File: src/rtl/mips_ctrl_pkg.sv
// Shared encodings for the multicycle MIPS control unit: opcodes, main FSM
// states, and the ALUOp / ALU source B / PC source select codes.
package mips_ctrl_pkg;

    // instr[31:26] opcodes handled by the main control FSM
    localparam logic [5:0] OP_RTYPE = 6'b000000;
    localparam logic [5:0] OP_LW    = 6'b100011;
    localparam logic [5:0] OP_SW    = 6'b101011;
    localparam logic [5:0] OP_BEQ   = 6'b000100;
    localparam logic [5:0] OP_ADDI  = 6'b001000;
    localparam logic [5:0] OP_J     = 6'b000010;

    // Main FSM state encoding
    typedef enum logic [3:0] {
        S_FETCH   = 4'd0,
        S_DECODE  = 4'd1,
        S_MEMADR  = 4'd2,
        S_MEMRD   = 4'd3,
        S_MEMWB   = 4'd4,
        S_MEMWR   = 4'd5,
        S_EXECUTE = 4'd6,
        S_ALUWB   = 4'd7,
        S_BRANCH  = 4'd8,
        S_ADDIEX  = 4'd9,
        S_ADDIWB  = 4'd10,
        S_JUMP    = 4'd11
    } state_t;

    // ALUOp, consumed by the ALU decoder
    localparam logic [1:0] ALUOP_ADD   = 2'b00;
    localparam logic [1:0] ALUOP_SUB   = 2'b01;
    localparam logic [1:0] ALUOP_FUNCT = 2'b10;

    // ALU source B select
    localparam logic [1:0] ALUB_B      = 2'b00;
    localparam logic [1:0] ALUB_FOUR   = 2'b01;
    localparam logic [1:0] ALUB_IMM    = 2'b10;
    localparam logic [1:0] ALUB_IMM_SH = 2'b11;

    // PC source select
    localparam logic [1:0] PCSRC_ALU    = 2'b00;
    localparam logic [1:0] PCSRC_ALUOUT = 2'b01;
    localparam logic [1:0] PCSRC_JUMP   = 2'b10;

    // Opcodes that go through the address-calculation state
    function automatic logic is_mem_op(input logic [5:0] op);
        return (op == OP_LW) || (op == OP_SW);
    endfunction

endpackage

File: src/rtl/multicycle_ctrl_fsm.sv
// Main control FSM for the multicycle MIPS datapath. Moore state machine with
// memory handshake gating in FETCH / MEMRD / MEMWR; outputs are decoded from
// the state register and forced inactive while reset_n is low.
module multicycle_ctrl_fsm
    import mips_ctrl_pkg::*;
(
    input  logic       clk,
    input  logic       reset_n,
    input  logic [5:0] opcode,
    input  logic       zero,
    input  logic       mem_ready,
    output logic       mem_req,
    output logic       iord,
    output logic       mem_write,
    output logic       ir_write,
    output logic       reg_dst,
    output logic       mem_to_reg,
    output logic       reg_write,
    output logic       alu_src_a,
    output logic [1:0] alu_src_b,
    output logic [1:0] alu_op,
    output logic [1:0] pc_src,
    output logic       pc_en,
    output logic       instr_done,
    output logic       illegal_op
);

    state_t state_q;
    state_t state_d;
    logic   pc_write;
    logic   branch;

    // State register with synchronous active-low reset
    always_ff @(posedge clk) begin
        if (!reset_n) begin
            state_q <= S_FETCH;
        end else begin
            state_q <= state_d;
        end
    end

    // Next-state decode
    always_comb begin
        state_d = state_q;
        unique case (state_q)
            S_FETCH: begin
                if (mem_ready) state_d = S_DECODE;
            end
            S_DECODE: begin
                if (is_mem_op(opcode))      state_d = S_MEMADR;
                else if (opcode == OP_RTYPE) state_d = S_EXECUTE;
                else if (opcode == OP_BEQ)   state_d = S_BRANCH;
                else if (opcode == OP_ADDI)  state_d = S_ADDIEX;
                else if (opcode == OP_J)     state_d = S_JUMP;
                else                         state_d = S_FETCH;
            end
            S_MEMADR: begin
                state_d = (opcode == OP_LW) ? S_MEMRD : S_MEMWR;
            end
            S_MEMRD: begin
                if (mem_ready) state_d = S_MEMWB;
            end
            S_MEMWR: begin
                if (mem_ready) state_d = S_FETCH;
            end
            S_EXECUTE: state_d = S_ALUWB;
            S_ADDIEX:  state_d = S_ADDIWB;
            S_MEMWB,
            S_ALUWB,
            S_BRANCH,
            S_ADDIWB,
            S_JUMP:    state_d = S_FETCH;
            default:   state_d = S_FETCH;
        endcase
    end

    // Output decode; reset forces strobes low and selects to FETCH values
    always_comb begin
        mem_req    = 1'b0;
        iord       = 1'b0;
        mem_write  = 1'b0;
        ir_write   = 1'b0;
        reg_dst    = 1'b0;
        mem_to_reg = 1'b0;
        reg_write  = 1'b0;
        alu_src_a  = 1'b0;
        alu_src_b  = ALUB_B;
        alu_op     = ALUOP_ADD;
        pc_src     = PCSRC_ALU;
        pc_write   = 1'b0;
        branch     = 1'b0;
        instr_done = 1'b0;
        illegal_op = 1'b0;

        unique case (state_q)
            S_FETCH: begin
                mem_req   = 1'b1;
                alu_src_b = ALUB_FOUR;
                ir_write  = mem_ready;
                pc_write  = mem_ready;
            end
            S_DECODE: begin
                alu_src_b = ALUB_IMM_SH;
                if (!(is_mem_op(opcode) || opcode == OP_RTYPE || opcode == OP_BEQ ||
                      opcode == OP_ADDI || opcode == OP_J)) begin
                    illegal_op = 1'b1;
                    instr_done = 1'b1;
                end
            end
            S_MEMADR: begin
                alu_src_a = 1'b1;
                alu_src_b = ALUB_IMM;
            end
            S_MEMRD: begin
                iord    = 1'b1;
                mem_req = 1'b1;
            end
            S_MEMWB: begin
                mem_to_reg = 1'b1;
                reg_write  = 1'b1;
                instr_done = 1'b1;
            end
            S_MEMWR: begin
                iord       = 1'b1;
                mem_req    = 1'b1;
                mem_write  = 1'b1;
                instr_done = mem_ready;
            end
            S_EXECUTE: begin
                alu_src_a = 1'b1;
                alu_op    = ALUOP_FUNCT;
            end
            S_ALUWB: begin
                reg_dst    = 1'b1;
                reg_write  = 1'b1;
                instr_done = 1'b1;
            end
            S_BRANCH: begin
                alu_src_a  = 1'b1;
                alu_op     = ALUOP_SUB;
                branch     = 1'b1;
                pc_src     = PCSRC_ALUOUT;
                instr_done = 1'b1;
            end
            S_ADDIEX: begin
                alu_src_a = 1'b1;
                alu_src_b = ALUB_IMM;
            end
            S_ADDIWB: begin
                reg_write  = 1'b1;
                instr_done = 1'b1;
            end
            S_JUMP: begin
                pc_src     = PCSRC_JUMP;
                pc_write   = 1'b1;
                instr_done = 1'b1;
            end
            default: ;
        endcase

        // Reset overrides the state decode so no write escapes in the reset cycle
        if (!reset_n) begin
            mem_req    = 1'b0;
            iord       = 1'b0;
            mem_write  = 1'b0;
            ir_write   = 1'b0;
            reg_dst    = 1'b0;
            mem_to_reg = 1'b0;
            reg_write  = 1'b0;
            alu_src_a  = 1'b0;
            alu_src_b  = ALUB_FOUR;
            alu_op     = ALUOP_ADD;
            pc_src     = PCSRC_ALU;
            pc_write   = 1'b0;
            branch     = 1'b0;
            instr_done = 1'b0;
            illegal_op = 1'b0;
        end

        pc_en = pc_write | (branch & zero);
    end

endmodule

File: config.mk
export PLATFORM = sky130hd
export DESIGN_NAME = multicycle_ctrl_fsm
export DESIGN_NICKNAME = d
export VERILOG_FILES = /design/src/rtl/mips_ctrl_pkg.sv /design/src/rtl/multicycle_ctrl_fsm.sv
export SDC_FILE = /design/constraint.sdc
export NUM_CORES = 1
export LEC_CHECK = 0
export BUFFER_PORTS_ARGS = -buffer_cell sky130_fd_sc_hd__buf_2
export CORE_AREA = 2 2 39 41
export DETAILED_ROUTE_END_ITERATION = 8
export DIE_AREA = 0 0 41 43
export GPL_ROUTABILITY_DRIVEN = 0
export HOLD_SLACK_MARGIN = 0.06
export PLACE_DENSITY = 0.76
export RECOVER_POWER = 25
export SLEW_MARGIN = 30
export SYNTH_ARGS = -nofsm -noshare
export SYNTH_HDL_FRONTEND = slang
export SYNTH_SLANG_ARGS = --single-unit
export TNS_END_PERCENT = 20
File: constraint.sdc
create_clock -name clk -period 2.09 [get_ports clk]
set_clock_uncertainty 0.2 [all_clocks]
set_input_delay 0.3135 -clock clk [delete_from_list [all_inputs] [get_ports clk]]
set_output_delay 0.3135 -clock clk [all_outputs]
set_load 0.02 [all_outputs]
==> results of run 1 <==
==> tightest hold or removal path, delay by kind of cell <==
family	cells	cell delay (ps)
AOI/OAI and AO/OA	2	180
buffers and inverters	1	130
and+or+nand+nor	1	50
==> final timing paths <==
check,slack [ps],from,cells past startpoint,endpoint
max,90,state_q[3]$_SDFFE_PN0P_,4,pc_en
min,300,opcode[0],4,state_q[3]$_SDFFE_PN0P_
max reg2reg,480,state_q[2]$_SDFFE_PN0P_,5,state_q[0]$_SDFFE_PN0P_
min reg2reg,380,state_q[1]$_SDFFE_PN0P_,3,state_q[3]$_SDFFE_PN0P_
==> cells by family after synthesis <==
family,count (synthesis),synth area share
and+or+nand+nor,54,0.470
xor gates and xnor gates,3,0.0430
AOI/OAI and AO/OA,27,0.262
buffers and inverters,9,0.0777
muxes,1,0.0164
DFF,4,0.131
==> layout make-up <==
cell class / instances / area share
Multi-Input combinational cell: 85 / 0.616
Timing Repair Buffer: 31 / 0.213
Sequential cell: 4 / 0.106
Clock buffer: 3 / 0.0289
Tap cell: 16 / 0.0257
Inverter: 2 / 0.00963
==> layer usage <==
metal  wire length [um]  share of wire
met1                760           0.48
met2                726           0.46
met3                108          0.068
met4                  0              0
met5                  0              0
==> cell usage after synthesis, drive strengths merged <==
cell type / number / area (um^2)
nor2b: 5 / 31.3
and3: 1 / 7.51
o21bai: 1 / 7.51
and2: 2 / 12.5
inv: 2 / 7.50
and4bb: 1 / 12.5
nand3b: 1 / 7.51
o22ai: 1 / 6.26
clkbuf: 3 / 11.3
o31ai: 3 / 22.5
nor3: 4 / 20.0
dfxtp: 4 / 80.1
mux2i: 1 / 10.0
o211a: 1 / 10.0
o211ai: 1 / 7.51
o32ai: 1 / 8.76
and4b: 1 / 10.0
nor4: 3 / 31.3
or3: 1 / 6.26
nor2: 16 / 60.1
a21oi: 12 / 60.1
buf: 4 / 28.8
nand2b: 3 / 18.8
and4: 1 / 8.76
nand3: 4 / 20.0
nand2: 11 / 41.3
o21ai: 6 / 30.0
xor2: 3 / 26.3
a21boi: 1 / 7.51
==> per-stage QoR <==
| stage | util | cell area, um^2 | hold slack [ps] |
|---|---|---|---|
| after floorplan | - | 612 | 281 |
| after global placement | 0.549 | 759 | 378 |
| after detailed placement | 0.549 | 759 | 374 |
| after CTS | 0.565 | 782 | 294 |
| after global routing | 0.563 | 779 | 324 |
| final | 0.563 | 779 | 297 |
==> report_power, final <==
part / total [mW] / internal [mW] / switching, mW
combinational: 0.0820 / 0.0324 / 0.0496
sequential: 0.0823 / 0.0787 / 0.00358
clock: 0.0918 / 0.0639 / 0.0278
==> what timing repair did <==
| item | in CTS | in global routing |
|---|---|---|
| buffers inserted | 0 | 0 |
| endpoints found under the hold margin | 0 | 0 |
| resized for setup | 0 | 3 |
| setup endpoints to repair | 0 | 2 |
==> impl_metrics.yaml, run 1 <==
yosys:
  synth.distinct_cells: 34
  synth_nets: 108
  syn-cell-area_um2: 612
  seq_area_frac_synth: 0.131
  syn_inst: 98
  ys_warn_count: 0
  avgSynthCellArea_um2: 6.24
  ys_ff_latch: 4
worst_hold_path:
  min_path_type: "primary input to flop"
final_layout:
  areaGrowthSynthToFinish_pct: 27.4
  final_cell_mix: "buf_2, nor2_1, a21oi_1, nand2_1"
  largest_reg_flops: 4
  multi_input_comb_area_um2: 480
  regMostFlops: "state_q"
  nFillCells: 139
  drive_above_1_share: 0.312
  regArea_um2: 82.6
  largestRegisters: "state_q (4)"
  final_common_cell: "buf_2"
  num_antenna_cells: 0
  nets: 137
  layout.cells.non_filler: 141
placed_design:
  placed_cells: 138
  pre_cts_ws_ps: 144
  dpl.hpwl_mm: 1.24
  portBuffers: 26
setup_path:
  critPathMaxFanout: 9
  slowest_delay_ps: 520
  crit_chain: "mux2i_1 > or3_1 > a21oi_1 > buf_2"
  crit_required_ps: 1580
  crit_type: "flop to primary output"
  worst_setup_path_start_kind: "flop"
  crit_family: "flip-flops"
  end_kind: "primary output"
  slowest_stage: "dfxtp_1"
  cp.arrival_ps: 1490
  worst-path-buf-inv: 1
power_and_ir_drop:
  p_leak_nw: 0.374
  peakVddDrop_mv: 0.321
  powerDensity_mw_per_mm2: 328
  power_mw: 0.256
global_routing:
  antenna_found_initial: 0
  grtUsageTotal: 0.204
  grt_overflow: 0
  grt_max_degree: 18
  grt_pass1_vias: 655
  met2_usage: 0.341
  grt_pass1_wl_mm: 2.61
  gr-usage-met1: 0.264
  grt_util_met3: 0.0471
  grt.busiest_layer: "met2"
timing:
  grt_setup_unrepaired: "no"
  hold_viol_final: 0
  fin_crit_sh: 0.958
  fin_ws_ps: 86.8
  clock.fmax_mhz: 499
  period_needed_ps: 2000
  worstMarginPinSlew_ps: 372
  final.setup.tns_ps: 0
  setup_viol: 0
  maxSlewHeadroom: 0.750
  finalMaxSlewViolations: 0
die:
  num_io_pins: 27
  die_w_um: 41
  dieArea_mm2: 0.00176
  die_h_um: 43
  core_mm2: 0.00138
  initial_core_util: 0.442
  num_rows: 14
route:
  dr.pass1.iters: 4
  antenna_left: 0
  vias: 779
  drt-total-wl_mm: 1.60
  wl_per_cell_um: 11.3
  via_per_inst: 5.52
  first_iter_violations: 31
  drc: 0
clock_tree:
  ctsHtreeMaxLevel: 1
  cts_tree: "yes"
  cts_sinks: 4
  postCtsHoldBufs: 0
  clkTransAtPathRegs_ps: 30
  cts_buffers: 3
  clockBufferDepth: 2
  worstSkewPairLatency_ps: 230
  cts_root_buffer: "clkbuf_4"
flow_run:
  drv_cap: 0
outcome:
  status: "finished clean"
Note: power is estimated with default switching activity, not from simulation.
==> inputs of run 2 (changes only) <==
ABC_AREA = 1   (was unset)
PLACE_DENSITY = 0.72   (was 0.76)
==> impl_metrics.yaml, run 2 <==
global_routing:
  grt_max_degree: 10
  grt_overflow: 0
  grt_pass1_vias: 657
  grt_pass1_wl_mm: 2.31
  antenna_found_initial: 0
  grtUsageTotal: 0.185
die:
  num_rows: 14
  initial_core_util: 0.402
  core_mm2: 0.00138
  num_io_pins: 27
  die_w_um: 41
  dieArea_mm2: 0.00176
  die_h_um: 43
route:
  drc: 0
  vias: 797
  wl_per_cell_um: 10.0
  antenna_left: 0
  via_per_inst: 5.08
  first_iter_violations: 33
  dr.pass1.iters: 4
  drt-total-wl_mm: 1.57
timing:
  whs_ps: 142
  clock.fmax_mhz: 493
  maxSlewHeadroom: 0.812
  hold_viol_final: 0
  fin_crit_sh: 0.970
  setup_viol: 0
  worstMarginPinSlew_ps: 279
  finalMaxSlewViolations: 0
  grt_setup_unrepaired: "yes"
  period_needed_ps: 2030
setup_path:
  worst_setup_path_start_kind: "flop"
  slowest_stage: "dfxtp_4"
  end_kind: "primary output"
  crit_type: "flop to primary output"
  slowest_delay_ps: 370
  crit_chain: "inv_4 > nor2_4 > inv_2 > nor2_4 > nand2_1 > nor2_1 > nand2_1 > o21ai_1 > buf_4"
  critPathMaxFanout: 5
  cp.arrival_ps: 1510
  crit_required_ps: 1580
clock_tree:
  clkTransAtPathRegs_ps: 40
  ctsHtreeMaxLevel: 1
  clockBufferDepth: 2
  cts_buffers: 3
  worstSkewPairLatency_ps: 230
  cts_sinks: 4
  cts_root_buffer: "clkbuf_4"
  cts_tree: "yes"
yosys:
  ys_top_cells_by_area: "nand2_1, nor2_1, inv_1, dfxtp_1, nand3_1"
  ys_warn_count: 0
  synth.distinct_cells: 19
  async_flop_share: 0
  ys_top_cells_by_count: "nand2_1, nor2_1, inv_1"
  syn_inst: 110
  ys.flop_type: "dfxtp_1"
  synth_edf_count: 0
  syn-cell-area_um2: 557
  synth_top_area_frac: 0.155
  ys_ff_latch: 4
  seq_area_frac_synth: 0.144
  synth_top_area_cell: "nand2_1"
  avgSynthCellArea_um2: 5.06
  synth_nets: 120
power_and_ir_drop:
  power.internal_mw: 0.189
  comb_power_share: 0.391
  p_leak_nw: 0.460
  pwr-share-seq: 0.292
  p_clk_frac: 0.317
  swShare: 0.363
  peakVddDrop_mv: 0.274
  p_switching_mw: 0.107
  powerDensity_mw_per_mm2: 385
placed_design:
  placed_cells: 152
  portBuffers: 26
  dpl.hpwl_mm: 1.26
final_layout:
  regMostFlops: "state_q"
  layout.cells.non_filler: 157
  largest_reg_flops: 4
  num_antenna_cells: 0
  drive_above_1_share: 0.340
  final_cell_mix: "buf_2, nor2_1, inv_1, nand2_1, nand3_1"
  nets: 153
  areaGrowthSynthToFinish_pct: 38.2
  largestRegisters: "state_q (4)"
  final_common_cell: "buf_2"
outcome:
  status: "finished clean"
flow_run:
  drv_cap: 0
worst_hold_path:
  min_path_type: "primary input to flop"
==> run 2: worst paths after layout <==
| check | start | end | slack, ps | depth (start not counted) |
|---|---|---|---|---|
| setup / recovery | state_q[0]$_SDFFE_PN0P_ | instr_done | 60 | 9 |
| setup reg to reg | state_q[0]$_SDFFE_PN0P_ | state_q[0]$_SDFFE_PN0P_ | 590 | 9 |
| hold reg to reg | state_q[0]$_SDFFE_PN0P_ | state_q[0]$_SDFFE_PN0P_ | 330 | 2 |
| hold / removal | reset_n | state_q[1]$_SDFFE_PN0P_ | 140 | 3 |
==> run 2: logic make-up (layout without fill, tap and decap cells) <==
logic type	after synthesis	in the layout	synth area share
compound gates	15	15	0.160
flops	4	4	0.144
simple gates	67	67	0.535
buf+inv	24	55	0.162
==> run 2: power groups by stage <==
stage                     clock [mW]  combinational, mW  sequential, mW
final                         0.0939              0.116          0.0863
after global routing           0.101              0.128          0.0864
after CTS                     0.0989              0.105          0.0838
after detailed placement           0              0.103          0.0843
after global placement             0              0.103          0.0843
after floorplan                    0             0.0706          0.0834
==> run 2: worst max-delay path: cells and delay by family, from the launching register on <==
kind | cells | cell delay, ps
simple gates | 5 | 500
buf+inv | 3 | 260
compound gates | 1 | 140
flops | 1 | 370
==> run 2: metal layers <==
layer | track usage | share of wire | wire length [um] | vias up
li1 | - | - | - | 413
met1 | 0.215 | 0.43 | 680 | 346
met2 | 0.319 | 0.49 | 775 | 36
met3 | 0 | 0.062 | 98 | 2
met4 | 0.100 | 0.012 | 19 | 0
met5 | 0 | 0 | 0 | -
==> run 2: final cells by class <==
type                       count  area [um^2]
fill                         148          614
tap                           16         20.0
inverter                      23         88.8
sequential                     4         86.3
multi-input combinational     82          397
clock buffer                   3         22.5
timing repair buffer          29          155
==> run 2: timing repair <==
action	CTS	global route
resized for setup	4	9
buffers inserted	0	2
hold buffers	0	0
endpoints found under the hold margin	0	0
pin swaps	0	4
setup endpoints to repair	1	2
cloned	0	0
==> run 2: through the flow <==
stage	instance area, um^2	power [mW]	setup slack (ps)	TNS [ps]	util
detailed placement	711	0.187	228	0	0.514
CTS	739	0.287	29.8	0	0.534
global route	769	0.316	-67.0	-67.0	0.556
global placement	711	0.187	223	0	0.514
floorplan	557	0.154	175	0	-
finish	769	0.296	62.1	0	0.556
